--- src/rtl/tpu_instr_issue_ctrl.sv ---
// tpu_instr_issue_ctrl
// Builds 80-bit TPU instructions from three 32-bit register-window writes,
// queues them in a small FIFO and hands them to the TPU with valid/ready.
// Word 0 is the control/status register. Words 1..3 form the staging register.
// A write to word 3 commits the staged instruction into the FIFO.
// synchronize pulses once when the queue has drained and the TPU has gone quiet.
module tpu_instr_issue_ctrl #(
    parameter int FIFO_DEPTH  = 4,
    parameter int INSTR_WIDTH = 80
) (
    input  logic                   clk,
    input  logic                   reset,
    input  logic                   wr_en,
    input  logic [1:0]             wr_addr,
    input  logic [31:0]            wr_data,
    input  logic [3:0]             wr_strb,
    input  logic                   rd_en,
    input  logic [1:0]             rd_addr,
    output logic [31:0]            rd_data,
    output logic [INSTR_WIDTH-1:0] instr_out,
    output logic                   instr_valid,
    input  logic                   instr_ready,
    input  logic                   tpu_busy,
    output logic                   synchronize
);

    localparam int AW    = (FIFO_DEPTH > 1) ? $clog2(FIFO_DEPTH) : 1;
    localparam int CNT_W = AW + 1;

    // Byte-enable merge of a 32-bit write into an existing word.
    function automatic logic [31:0] merge_bytes(input logic [31:0] old_v,
                                                input logic [31:0] new_v,
                                                input logic [3:0]  strb);
        logic [31:0] res;
        res = old_v;
        for (int b = 0; b < 4; b++) begin
            if (strb[b]) res[b*8 +: 8] = new_v[b*8 +: 8];
        end
        return res;
    endfunction

    logic [INSTR_WIDTH-1:0] staging;
    logic [INSTR_WIDTH-1:0] stage_next;
    logic [INSTR_WIDTH-1:0] fifo_mem [FIFO_DEPTH];
    logic [AW-1:0]          wr_ptr;
    logic [AW-1:0]          rd_ptr;
    logic [CNT_W-1:0]       count;
    logic                   overflow;
    logic [15:0]            issued;
    logic                   prev_idle;

    logic        empty;
    logic        full;
    logic        idle;
    logic        commit;
    logic        ctrl_wr;
    logic        flush;
    logic        pop;
    logic        push_ok;
    logic        overflow_set;
    logic [31:0] status;
    logic [31:0] hi_word;

    assign empty       = (count == '0);
    assign full        = (count == CNT_W'(FIFO_DEPTH));
    assign idle        = empty && !tpu_busy;
    assign instr_valid = !empty;
    assign instr_out   = fifo_mem[rd_ptr];
    assign pop         = instr_valid && instr_ready;

    assign commit  = wr_en && (wr_addr == 2'd3);
    assign ctrl_wr = wr_en && (wr_addr == 2'd0) && wr_strb[0];
    assign flush   = ctrl_wr && wr_data[1];

    // A commit is lost only when the queue stays full; a flush discards it silently.
    assign push_ok      = commit && !flush && (!full || pop);
    assign overflow_set = commit && !flush && full && !pop;

    assign hi_word = {16'h0, staging[79:64]};
    assign status  = {issued, 8'(count), 4'h0, idle, overflow, full, empty};

    // Post-write staging value: the commit pushes this so that word-3 bytes land in the entry.
    always_comb begin
        stage_next = staging;
        if (wr_en) begin
            case (wr_addr)
                2'd1:    stage_next[31:0]  = merge_bytes(staging[31:0], wr_data, wr_strb);
                2'd2:    stage_next[63:32] = merge_bytes(staging[63:32], wr_data, wr_strb);
                2'd3:    stage_next[79:64] = 16'(merge_bytes(hi_word, wr_data, wr_strb & 4'b0011));
                default: stage_next = staging;
            endcase
        end
    end

    // Staging register holds its value across commits so it can be re-issued.
    always_ff @(posedge clk) begin
        if (reset) staging <= '0;
        else       staging <= stage_next;
    end

    // FIFO storage is pure data and carries no reset.
    always_ff @(posedge clk) begin
        if (push_ok) fifo_mem[wr_ptr] <= stage_next;
    end

    // FIFO pointers and occupancy; flush wins over push and pop.
    always_ff @(posedge clk) begin
        if (reset || flush) begin
            wr_ptr <= '0;
            rd_ptr <= '0;
            count  <= '0;
        end else begin
            if (push_ok) wr_ptr <= wr_ptr + 1'b1;
            if (pop)     rd_ptr <= rd_ptr + 1'b1;
            if (push_ok && !pop)      count <= count + 1'b1;
            else if (!push_ok && pop) count <= count - 1'b1;
        end
    end

    // Sticky overflow flag; a drop in the same cycle as a clear keeps it set.
    always_ff @(posedge clk) begin
        if (reset)                          overflow <= 1'b0;
        else if (overflow_set)              overflow <= 1'b1;
        else if (ctrl_wr && wr_data[0])     overflow <= 1'b0;
    end

    // Issued-instruction counter, wraps naturally at 16 bits; a pop during a flush still counts.
    always_ff @(posedge clk) begin
        if (reset)                      issued <= '0;
        else if (ctrl_wr && wr_data[2]) issued <= '0;
        else if (pop)                   issued <= issued + 16'd1;
    end

    // Registered read port; samples state before any same-cycle write.
    always_ff @(posedge clk) begin
        if (reset) begin
            rd_data <= '0;
        end else if (rd_en) begin
            case (rd_addr)
                2'd0:    rd_data <= status;
                2'd1:    rd_data <= staging[31:0];
                2'd2:    rd_data <= staging[63:32];
                default: rd_data <= hi_word;
            endcase
        end
    end

    // One-cycle pulse on idle rising; prev_idle resets high so reset itself never pulses.
    always_ff @(posedge clk) begin
        if (reset) begin
            prev_idle   <= 1'b1;
            synchronize <= 1'b0;
        end else begin
            prev_idle   <= idle;
            synchronize <= idle && !prev_idle;
        end
    end

endmodule

--- config.mk ---
export PLATFORM = sky130hd
export DESIGN_NAME = tpu_instr_issue_ctrl
export DESIGN_NICKNAME = d
export VERILOG_FILES = /design/src/rtl/tpu_instr_issue_ctrl.sv
export SDC_FILE = /design/constraint.sdc
export NUM_CORES = 1
export LEC_CHECK = 0
export BUFFER_PORTS_ARGS = -buffer_cell sky130_fd_sc_hd__buf_4
export CORE_UTILIZATION = 55
export CTS_CLUSTER_SIZE = 16
export DETAILED_ROUTE_END_ITERATION = 6
export PLACE_DENSITY_LB_ADDON = 0.12
export SYNTH_ARGS = -nofsm -noshare
export SYNTH_HDL_FRONTEND = slang
export SYNTH_SLANG_ARGS = --single-unit
export TNS_END_PERCENT = 10
--- constraint.sdc ---
create_clock -name clk -period 4.2 [get_ports clk]
set_clock_uncertainty 0.15 [all_clocks]
set_input_delay 0.42 -clock clk [delete_from_list [all_inputs] [get_ports clk]]
set_output_delay 0.42 -clock clk [all_outputs]
set_load 0.01 [all_outputs]
==> metrics <==
RePlAce Congestion=0.734; Core Rows=between 60 and 70; Max Cap Viol=0; crit path time final=between 2 and 3 ns; fraction of the cycle the final worst path needs=0.684; Via Count=approximately 9600; reg2reg end=count[2]$_SDFFE_PP0P_; setup tns final=0 ns; hold_sp=instr_ready; syn nets=~1100; WP data arrival=~2.3 ns; status=completed; Slew Viols, Final=0; M2 GR Usage=0.396; nets=1247; Yosys reg bits=460; relative slew slack=0.311; CTS resizes=0; unrepaired setup endpoints after global routing=no; DIE WIDTH=approximately 180 um; Layout Cell Area excl Fill=roughly 21000 sq um; Pleak=~7.5 nW; vias in the first global route=around 9900; synth unique cells=between 40 and 50; Max stage delay on crit path=~0.62 ns; sequential fraction of the synthesis area=0.703; die height=181 um; Cell Chain, Critical Path=buf_4 > mux4_2 > buf_4; Bufs on Longest Clock Path=3; Register-to-Register Path Depth=8; yosys warns=0; 1st-pass router iterations=4; DR WL/cell=23.7 um; Routed WL=between 30000 and 40000 um; GRT Total Usage=0.242; EDFF count, synth=320; Layout area overhead=19.2%; setup slack, reg-to-reg=around 1.5 ns; first-pass GRT wire length=slightly below 60000 um; CTS HTree Levels=2; vias per cell=around 5.9; final setup violation count=0; antenna violations before repair=1; clock slew at reported path FFs=0.06 ns; Max rail drop VDD=~0.00034 V; port buffer count=approximately 160; starting density of the core=0.560; critical path class=reg2out; hold_buf cts=1; largest net degree at the start of global routing=87; GR Overflow Total=0; CP endpoint=instr_out[25]; setup repair bufs after CTS=0; share of layout cells above drive strength 1=0.354; Top Ports=160; final hold slack=around 0.058 ns; GR Util met3=0.0327; synthesized area=about 18000 sq um; Worst Hold Class=in2reg; Least-Margin Pin Slew=between 1 and 1.5 ns; final antenna-violating net count=0; Post-synth ARST share=0; Worst Path Required=about 3.6 ns; crit end category=output port; Syn Area/Cell=~17 sq um; worst r2r src=count[0]$_SDFFE_PP0P_; PwrDens=515 nW/um^2; Fillers=around 2200; Final Hold Viols=0; CP max stage cell=mux4_2; critical path launch point type=register; clock sink count=460; Max Clk Rate=348 MHz; cell count after synthesis=approximately 1000; gr busiest metal=met2; GRT met1 Usage=0.348; CTS tree=done; CP most frequent cell=buf_4; # DRC=0; initial drt markers=673; dpl cell area=~19000 sq um; Root Buffer Master=clkbuf_16; crit-path max FO=20; DP HPWL=23700 um; clk_lat worst skew=around 0.53 ns; Main synth FF type=edfxtp_1; die area=about 33000 sq um; TritonCTS buffer count=47; core area=roughly 32000 sq um
[critical path: cells and delay by family (launching register included)]
family / cells / cell delay (ns)
DFF: 1 / 0.49
muxes: 1 / 0.62
buffers and inverters: 2 / 0.65
[routing by layer]
metal	routed length, um	up-vias
met3	1930	44
met4	589	0
met2	19000	251
met1	17300	5039
met5	0	-
li1	-	4303
[cells in the mapped netlist, drive strengths merged (13+ instances only)]
master	number	area share
edfxtp	320	0.54
mux2i	25	0.014
nor2b	83	0.029
buf	19	0.0052
nor2	66	0.014
nand2	17	0.0036
a21oi	29	0.0082
clkbuf	35	0.0074
dfxtp	140	0.16
mux2	89	0.057
mux4	84	0.11
a211oi	16	0.0068
nor3	13	0.0037
[worst min path at each step]
stage | endpoint | cells after the start | slack [ns]
3_5_place_dp | synchronize$_SDFF_PP0_ | 1 | 0.23
5_1_grt | issued[1]$_SDFFE_PP0P_ | 3 | 0.08
3_3_place_gp | synchronize$_SDFF_PP0_ | 1 | 0.23
4_1_cts | issued[1]$_SDFFE_PP0P_ | 3 | 0.04
6_report | issued[1]$_SDFFE_PP0P_ | 3 | 0.06
2_1_floorplan | synchronize$_SDFF_PP0_ | 1 | 0.22
[layout make-up]
type	count	area, sq um	share of cell area
timing repair buffer	175	1390	0.0661
clock buffer	73	1480	0.0703
inverter	4	15.0	0.000713
antenna	1	2.50	0.000119
sequential	460	12400	0.590
tap	402	503	0.0239
clock inverter	14	221	0.0105
multi-input combinational	506	5010	0.238
[registers in the layout, indices dropped and copies added (netlist names), named ones only]
register / flops
synchronize: 1
issued: 16
wr_ptr: 2
fifo_mem: 320
staging: 80
rd_data: 32
count: 3
overflow: 1
prev_idle: 1
rd_ptr: 2
[report_power, final]
part / internal, mW / switching [mW] / total [mW]
combinational: 0.680 / 0.654 / 1.33
sequential: 4.94 / 0.107 / 5.05
clock: 2.79 / 1.66 / 4.45
[through the flow]
step           instances  power, mW   util  setup slack [ns]
2_1_floorplan       1024       5.90      -             0.737
3_3_place_gp        1546       6.48  0.613              1.39
3_5_place_dp        1546       6.49  0.613              1.35
4_1_cts             1634       10.9  0.667              1.26
5_1_grt             1635       11.2  0.667              1.21
6_report            1635       10.8  0.667              1.33
[cells in the final DEF (no fill, tap or decap), types with 3 or more instances in the layout]
cell,synthesis,layout
a211oi_1,16,16
a21oi_1,29,29
a221oi_1,10,10
and2_4,0,4
buf_12,0,6
buf_4,1,168
bufinv_16,0,6
clkbuf_1,35,11
clkbuf_16,0,52
clkbuf_8,0,10
clkinv_2,0,5
dfxtp_1,140,138
edfxtp_1,320,320
ha_1,6,6
inv_1,4,4
mux2_2,89,89
mux2i_1,25,25
mux4_2,84,84
nand2_1,17,17
nand3_1,6,6
nand4_1,5,5
nor2_1,66,66
nor2b_1,83,83
nor3_1,13,13
o21ai_0,5,5
or3_1,3,3
xnor2_1,5,5
xor2_1,10,10
[cell families after synthesis]
group | count (synthesis) | synth area share
compound gates | 70 | 0.0260
xor+xnor | 15 | 0.00744
fa+ha+maj | 7 | 0.00539
buf+inv | 58 | 0.0135
flops | 460 | 0.703
mux | 198 | 0.178
simple gates | 216 | 0.0665
No activity file was read; power rests on OpenSTA's default activity.
